`src/rtl/fetch_gshare.sv`:
```
// Fetch stage with jal/branch predecode and a gshare predictor of 2-bit counters.
// The table is cleared to weakly-not-taken by a walk over every entry after reset.
`timescale 1ns/1ps
module fetch_gshare #(
  parameter logic [31:0] RESET_PC  = 32'h0,
  parameter int          HIST_BITS = 8
) (
  input  logic                 clk,
  input  logic                 rstn,
  input  logic                 stall,
  input  logic                 flush,
  input  logic [31:0]          redirect_pc,
  input  logic [HIST_BITS-1:0] redirect_hist,
  input  logic                 upd_valid,
  input  logic [HIST_BITS-1:0] upd_index,
  input  logic                 upd_taken,
  output logic [31:0]          imem_addr,
  output logic                 imem_en,
  input  logic [31:0]          imem_data,
  input  logic [31:0]          imem_data1,
  output logic                 valid,
  output logic [31:0]          pc,
  output logic [31:0]          instr,
  output logic [31:0]          instr1,
  output logic                 prediction,
  output logic [HIST_BITS-1:0] pc_xor_global_history
);

  localparam int ENTRIES = 1 << HIST_BITS;

  typedef enum logic {ST_INIT, ST_RUN} state_t;

  state_t               r_state;
  state_t               w_state_next;
  logic [HIST_BITS-1:0] r_init_cnt;
  logic [31:0]          r_fetch_pc;
  logic [31:0]          r_f2_pc;
  logic                 r_f2_valid;
  logic [HIST_BITS-1:0] r_ghist;
  logic [1:0]           r_table [ENTRIES];

  logic                 w_run;
  logic [6:0]           w_opcode;
  logic                 w_is_jal;
  logic                 w_is_branch;
  logic [31:0]          w_j_imm;
  logic [31:0]          w_b_imm;
  logic [31:0]          w_target;
  logic [HIST_BITS-1:0] w_index;
  logic [1:0]           w_counter;
  logic                 w_prediction;
  logic [1:0]           w_upd_cur;
  logic [1:0]           w_upd_next;

  logic [31:0]          w_fetch_pc_next;
  logic [31:0]          w_f2_pc_next;
  logic                 w_f2_valid_next;
  logic [HIST_BITS-1:0] w_ghist_next;
  logic                 w_imem_en;

  assign w_run       = (r_state == ST_RUN);
  assign w_opcode    = imem_data[6:0];
  assign w_is_jal    = (w_opcode == 7'b1101111);
  assign w_is_branch = (w_opcode == 7'b1100011);
  assign w_j_imm     = {{12{imem_data[31]}}, imem_data[19:12], imem_data[20],
                        imem_data[30:21], 1'b0};
  assign w_b_imm     = {{20{imem_data[31]}}, imem_data[7], imem_data[30:25],
                        imem_data[11:8], 1'b0};
  assign w_target    = r_f2_pc + (w_is_jal ? w_j_imm : w_b_imm);
  assign w_index     = r_f2_pc[HIST_BITS+1:2] ^ r_ghist;
  assign w_counter   = r_table[w_index];
  assign w_prediction = w_is_jal | (w_is_branch & w_counter[1]);

  assign w_upd_cur  = r_table[upd_index];
  assign w_upd_next = upd_taken ? ((w_upd_cur == 2'b11) ? 2'b11 : w_upd_cur + 2'b01)
                                : ((w_upd_cur == 2'b00) ? 2'b00 : w_upd_cur - 2'b01);

  assign imem_addr             = r_fetch_pc;
  assign imem_en               = w_imem_en;
  assign valid                 = r_f2_valid & w_run;
  assign pc                    = r_f2_pc;
  assign instr                 = imem_data;
  assign instr1                = imem_data1;
  assign prediction            = w_prediction;
  assign pc_xor_global_history = w_index;

  // Flush beats stall; a predicted-taken word in F2 squashes the fetch already in flight.
  always_comb begin
    w_state_next    = r_state;
    w_fetch_pc_next = r_fetch_pc;
    w_f2_pc_next    = r_f2_pc;
    w_f2_valid_next = r_f2_valid;
    w_ghist_next    = r_ghist;
    w_imem_en       = 1'b0;
    case (r_state)
      ST_INIT: begin
        if (&r_init_cnt) begin
          w_state_next = ST_RUN;
        end
      end
      ST_RUN: begin
        if (flush) begin
          w_fetch_pc_next = redirect_pc;
          w_ghist_next    = redirect_hist;
          w_f2_valid_next = 1'b0;
        end else if (!stall) begin
          w_imem_en = 1'b1;
          if (r_f2_valid && w_is_branch) begin
            w_ghist_next = {r_ghist[HIST_BITS-2:0], w_prediction};
          end
          if (r_f2_valid && w_prediction) begin
            w_fetch_pc_next = w_target;
            w_f2_valid_next = 1'b0;
          end else begin
            w_f2_pc_next    = r_fetch_pc;
            w_f2_valid_next = 1'b1;
            w_fetch_pc_next = r_fetch_pc + 32'd4;
          end
        end
      end
      default: w_state_next = ST_INIT;
    endcase
  end

  always_ff @(posedge clk or negedge rstn) begin
    if (!rstn) begin
      r_state    <= ST_INIT;
      r_init_cnt <= '0;
      r_fetch_pc <= RESET_PC;
      r_f2_pc    <= RESET_PC;
      r_f2_valid <= 1'b0;
      r_ghist    <= '0;
    end else begin
      r_state    <= w_state_next;
      r_init_cnt <= (r_state == ST_INIT) ? r_init_cnt + HIST_BITS'(1) : '0;
      r_fetch_pc <= w_fetch_pc_next;
      r_f2_pc    <= w_f2_pc_next;
      r_f2_valid <= w_f2_valid_next;
      r_ghist    <= w_ghist_next;
    end
  end

  // Table is cleared by the INIT walk rather than by reset, so it needs no reset term.
  always_ff @(posedge clk) begin
    if (r_state == ST_INIT) begin
      r_table[r_init_cnt] <= 2'b01;
    end else if (upd_valid) begin
      r_table[upd_index] <= w_upd_next;
    end
  end

endmodule

```
`config.mk`:
```
export PLATFORM = sky130hd
export DESIGN_NAME = fetch_gshare
export DESIGN_NICKNAME = d
export VERILOG_FILES = /design/src/rtl/fetch_gshare.sv
export SDC_FILE = /design/constraint.sdc
export NUM_CORES = 1
export LEC_CHECK = 0
export BUFFER_PORTS_ARGS = -buffer_cell sky130_fd_sc_hd__buf_2
export CAP_MARGIN = 0
export CORE_MARGIN = 2
export CORE_UTILIZATION = 40
export CTS_CLUSTER_SIZE = 16
export DETAILED_ROUTE_END_ITERATION = 16
export GPL_TIMING_DRIVEN = 0
export PLACE_DENSITY = 0.56
export SLEW_MARGIN = 40
export SYNTH_ARGS = -nofsm -noshare
export SYNTH_HDL_FRONTEND = slang
export SYNTH_SLANG_ARGS = --single-unit
```
`constraint.sdc`:
```
create_clock -name clk -period 20.6 [get_ports clk]
set_input_delay 2.06 -clock clk [delete_from_list [all_inputs] [get_ports clk]]
set_output_delay 2.06 -clock clk [all_outputs]
set_load 0.02 [all_outputs]
```
# ---- After elaboration in Yosys (flattened, before gate mapping)
# Memories as Yosys holds them, arrays and structs flattened.
# Index checks and enable logic that the tools add are counted.
dict set report word_totals {
  reg_bits 82
  latchBits 0
  ramBits 512
  mem_bits_ro 0
  input_bits 118
  out_inout_bits 139
  wordCells 58
  n_memories 1
}
# memory words width read_ports rd_clocked_by_memory_dff wr line_no
set mem_list {}
lappend mem_list {r_table 256 2 2 0 1 40} ;# logic [1:0] r_table [ENTRIES];
dict set report classes {
  add_sub_neg 5
  n_mul 0
  n_div 0
  order_cmp 0
  n_eq_ne 4
  shifts 0
  mux 26
  bitwise 7
  n_reduce_logical 9
}
# cell n
set op_table {}
lappend op_table {{$mux 32} 3}
lappend op_table {{$mux 8} 5}
lappend op_table {{$add 32x3->32 const B} 1}
lappend op_table {{$add 32x32->32} 1}
lappend op_table {{$mux 20} 1}
lappend op_table {{$eq 7x7->1 const B} 2}
lappend op_table {{$mux 1} 13}
lappend op_table {{$add 8x1->8 const B} 1}
lappend op_table {{$mux 2} 4}
lappend op_table {{$reduce_and 8->1} 1}
lappend op_table {{$xor 8x8->8} 1}
lappend op_table {{$reduce_and 4->1} 1}
lappend op_table {{$not 1->1} 3}
lappend op_table {{$reduce_and 3->1} 1}
lappend op_table {{$add 2x1->2 const B} 1}
lappend op_table {{$and 1x1->1} 2}
lappend op_table {{$eq 2x2->1 const B} 1}
lappend op_table {{$logic_and 1x1->1} 2}
lappend op_table {{$logic_not 2->1} 1}
lappend op_table {{$ne 2x1->1 const B} 1}
lappend op_table {{$reduce_and 2->1} 1}
lappend op_table {{$reduce_bool 2->1} 1}
lappend op_table {{$reduce_or 2->1} 1}
lappend op_table {{$sub 2x1->2 const B} 1}
lappend op_table {{$or 1x1->1} 1}

# ---- Depth between registers and ports, before layout
# An unclocked memory read counts as a cell.
dict set report depth {
  depth_word 8
  depth_mapped 19
}

# ---- Least setup slack after synthesis
# No wires, ideal clock.
dict set report synth_timing {
  path_type {in2reg}
  start {input port upd_index[0]}
  end {memory r_table[0][0], data pin}
  setup_ps 2187
  t_arrival_ps 14790
  slack_ps 3623
  cell_stages 10
  path_buffers 3
  path_cell_list {clkbuf_1 > clkbuf_1 > buf_2 > mux4_2 > mux4_2 > mux4_2 > mux4_2 > inv_1 > a21oi_1 > o21ai_0}
}
dict set report synth_between {
  elab_chain_len 5
  elab_cells_between_ends 9
  cone_classes {add/sub: 2; eq/ne: 1; mux: 4; reduce/logical: 1; memory: 1}
}
# item line_no
set synth_rtl {}
lappend synth_rtl {{from (decl)} 15} ;# input logic [HIST_BITS-1:0] upd_index,
lappend synth_rtl {{$mem_v2 256x2 (*)} -}
lappend synth_rtl {{$sub 2x1->2, or another cell as far along} 76} ;# : ((w_upd_cur == 2'b00) ? 2'b00 : w_upd_cur - 2'b01);
lappend synth_rtl {{$mux 2, on equally long branches} {76, 75}}
lappend synth_rtl {{$mux 2 (*)} 75} ;# assign w_upd_next = upd_taken ? ((w_upd_cur == 2'b11) ? 2'b11 : w_upd_cur + 2'b01)
lappend synth_rtl {{$mux 2 (no source line) (*)} -}
lappend synth_rtl {{to (decl)} 40}
# Mark *: on every way between the ends. The rest lies on a longest branch, timed or not.

# ---- Worst setup path after layout
dict set report layout_timing {
  start {register r_f2_pc[4], in the netlist pc[4]}
  end {output port prediction}
}
dict set report layout_between {
  elab_chain_len 4
}
# item line_no
set layout_rtl {}
lappend layout_rtl {{from (decl)} 37} ;# logic [31:0] r_f2_pc;
lappend layout_rtl {{from (signal assigned)} 137} ;# r_f2_pc <= w_f2_pc_next;
lappend layout_rtl {{$xor 8x8->8} 70} ;# assign w_index = r_f2_pc[HIST_BITS+1:2] ^ r_ghist;
lappend layout_rtl {{$mem_v2 256x2} -}
lappend layout_rtl {{$and 1x1->1} 72} ;# assign w_prediction = w_is_jal | (w_is_branch & w_counter[1]);
lappend layout_rtl {{$or 1x1->1} 72}
lappend layout_rtl {{to (decl)} 25} ;# output logic prediction,
# No other way between the ends.

==> results <==
- Summing the sequential cell areas from Yosys gives between 50 and 60% of the chip area.
- The worst reg-to-reg setup slack is 15.58 ns.
- The count of routing violations after the opening detailed-route iteration is roughly 2800.
- The number of unique standard cell types used by synthesis is 69.
- The average vias per placed instance is ~6.1.
- Excluding fillers, the count of instances in the completed layout stands at roughly 3400.
- The tree is rooted in a clkbuf_16.
- The run finished with clean final reports.
- In the synthesized netlist the dominant register cell turns out to be edfxtp_1.
- The number of max-slew violations in the final report is 0.
- For this design the static power due to leakage is around 0.012 uW.
- The number of vias in the routed layout is between 20000 and 25000.
- Input and output buffers added on the ports amount to roughly 220.
- The worst register-to-register path has a depth of 13.
- The die span in y is roughly 280 um.
- STA classifies the critical path startpoint as a flip-flop.
- Compared with the post-synthesis result, the final layout area differs by 17.5%.
- The routability-driven placement congestion ratio is 0.942.
- The length of the first detailed-routing pass in iterations is 5.
- Yosys mapped a number of flops with a built-in enable equal to roughly 500.
- The startpoint of the worst hold path is pc[12].
- The placeable core region is between 70000 and 80000 um2.
- The number of sinks on the clock net is 594.
- The path with the worst hold slack has its endpoint at pc[12].
- The top-level I/O count is 257.
- The timing-limited maximum frequency is 140 MHz.
- Counting along the longest clock path gives a buffer depth of 3.
- The count of antenna-violating nets left after detailed routing is 0.
- Clock skew on the completed layout was measured at 0.0377 ns.
- Row generation in the floorplan step produced 99 rows.
- The total CTS buffers is 69.
- The maximum number of pins on one net before global-route repair is 52.
- The layout cell share with drive strength beyond 1 is between 30% and 40%.
- Counting flops with an async set or reset pin after synthesis yields a share of approximately 14%.
- For the final routed database, the setup TNS stands at 0 ns.
- The detailed-placement wirelength estimate is approximately 73000 um.
- In the final routed layout, each cell accounts on average for approximately 31 um.
- The number of synthesized register bits is approximately 590.
- The number of endpoints with negative hold slack in the final report is 0.
- The clock-pin transition on the worst setup and hold timing paths is approximately 0.050 ns.
- The worst setup path is captured at an output pin.
- Hold is met by around 0.52 ns.
- The total power consumption of the routed design is around 2600 uW.
- The count of synthesis-stage warnings from yosys is 0.
- The synthesized netlist cell count is between 2000 and 2500.
- Summed over all layers, the global routing overflow is 0.
- The number of setup violations in the final report is 0.
- Counting the fill cells in the layout gives roughly 6400.
- In this run the tightest slew margin relative to its limit is roughly two fifths.
- Hold repair after CTS inserted 0 buffers.
- When the netlist entered floorplanning its net count stood at around 2200.
- The endpoint of the worst-slack reg-to-reg timing path is pc[28].
- The clock reaches the later pin of the worst-skew pair after roughly 0.63 ns.
- Global routing consumed, over all layers together, between 20% and 30% of the routing resources.
- The startpoint of the worst-slack reg-to-reg timing path is pc[4].
- At the worst endpoint, the required time is between 15 and 20 ns.
- For this run, the post-layout net count is between 2000 and 3000.
- The number of global-route vias before repair is 20300.
- The count of cells along the worst hold path is 1.
- The number of buffers inserted to repair setup after CTS is 0.
- The initial core utilization is approximately two fifths.
- The class of the worst hold path is reg2reg.
- The count of H-tree levels built during CTS is 3.
- For this run, design rule violations remaining after detail routing come to 0.
- Power spread over the standard cell area amounts to about 75 nW/um2.
- The total die area is 76300 um2.
- The type of the worst setup path is reg2out.
- The initial antenna violation count is 3.
- Measured along the x axis, the die boundary spans 276 um.
- The post-placement cell count is 3245.
- The measured slew at the worst slew-check pin is between 0.9 and 1 ns.
- Dividing the final minimum period by the clock period gives roughly a third.
- The clock tree from TritonCTS is built.
- The quantity of gates resized following cts is 0.
- For the finished layout, the period the worst path requires is slightly above 7 ns.
- Along the worst path, the maximum fanout reaches 10.
- The worst path arrival time is around 5.1 ns.
- After detailed routing, the total wire length is around 100000 um.
- Setup repair after global routing left no endpoint under its margin.
- After synthesis, the mean cell area works out to approximately 15 um2.
- The worst IR drop on VDD is around 68 uV.
- The post-synthesis instance area is 29700 um2.
- The number of maximum-capacitance violations is 0.
- The global-route wire length before repair is 146000 um.
[flip-flops by register name (all words and copies together) (netlist names)]
register    flops
r_table       512
imem_addr      32
pc             32
r_ghist         8
r_init_cnt      8
r_f2_valid      1
r_state         1
[logic make-up after synthesis]
kind of cell | count (synthesis) | synth area share, %
simple gates | 589 | 8.67
flops | 594 | 58.8
fa+ha+maj | 36 | 1.54
compound gates | 240 | 5.38
xor+xnor | 64 | 1.94
buf+inv | 207 | 3.84
mux | 307 | 19.9
[worst max path at each step]
stage / start / end
6_report: pc[4] / prediction
3_5_place_dp: imem_data[5] / imem_addr[31]
2_1_floorplan: upd_index[0] / r_table[0][0]
3_3_place_gp: upd_index[3] / r_table[106][0]
4_1_cts: pc[4] / prediction
5_1_grt: imem_data[1] / imem_addr[31]
[power breakdown]
group	total [uW]	internal [uW]	switching [uW]	leakage, uW
Clock	1200	688	515	0.00106
Combinational	113	43.0	70.2	0.00571
Sequential	1290	1290	0	0.00562
Total	2610	2020	585	0.0124
[critical path, cell delays in order, from the launching register on]
cell      delay, ns
dfrtp_1        0.45
xnor2_2        0.28
inv_1          0.27
buf_2          0.40
buf_2          0.46
buf_2          0.48
mux4_2         0.40
a22oi_1        0.15
nand4_1        0.33
a311oi_4       0.55
a21boi_0       0.17
o21a_1         0.28
buf_2          0.19
[stage by stage]
step	setup slack (ns)	cell area, um2	util, %
floorplan	3.62	29700	-
global placement	-7.07	31900	43.6
detailed placement	12.94	32700	44.6
CTS	13.50	34800	47.6
global route	13.12	34800	47.6
finish	13.47	34800	47.6
[Yosys cell counts (8+ instances only)]
master / number / area share (%)
a21oi_1: 77 / 1.3
nand3_1: 41 / 0.69
a21o_1: 28 / 0.71
clkbuf_1: 82 / 1.0
buf_4: 71 / 1.8
nand2_1: 99 / 1.3
buf_2: 15 / 0.25
xnor2_1: 34 / 1.0
o21ai_0: 47 / 0.79
nor2b_1: 8 / 0.17
dfrtp_1: 82 / 6.9
or3_1: 10 / 0.21
inv_1: 15 / 0.19
nand3b_1: 12 / 0.30
and3_1: 26 / 0.55
and2_1: 8 / 0.17
edfxtp_1: 512 / 52
buf_1: 12 / 0.15
mux2_2: 12 / 0.46
a22oi_1: 10 / 0.25
nor3_1: 12 / 0.20
nand4_1: 14 / 0.30
mux4_2: 220 / 17
nor2_1: 339 / 4.3
xor2_1: 28 / 0.83
a31oi_1: 9 / 0.19
ha_1: 35 / 1.5
mux2_1: 28 / 1.1
mux2i_1: 46 / 1.6
[placed cells by master (no fill, tap or decap), types with 67 or more instances in the layout]
master | netlist | layout
a21oi_1 | 77 | 76
buf_2 | 15 | 242
buf_4 | 71 | 71
clkbuf_1 | 82 | 67
clkbuf_16 | 0 | 70
dfrtp_1 | 82 | 82
edfxtp_1 | 512 | 512
mux4_2 | 220 | 220
nand2_1 | 99 | 99
nor2_1 | 339 | 339
[metal layers]
metal  vias to the layer above  wire, um  GRT usage [%]
met1                     10600     39800           35.5
met2                      1248     48100           42.2
met5                         -        22              0
li1                       8518         -              -
met4                         4      4790           11.3
met3                       263     10400           6.32
[final cells by class]
type,instances,area [um2],share of cell area [%]
clock inverter,35,327,0.937
multi-input combinational,1236,11200,32.1
buffer,189,1120,3.22
antenna,2,5.00,0.0144
sequential,594,17400,50.0
inverter,18,67.6,0.194
tap,959,1200,3.44
timing repair buffer,249,1670,4.80
clock buffer,89,1840,5.29
(Power assumes the default switching activity.)
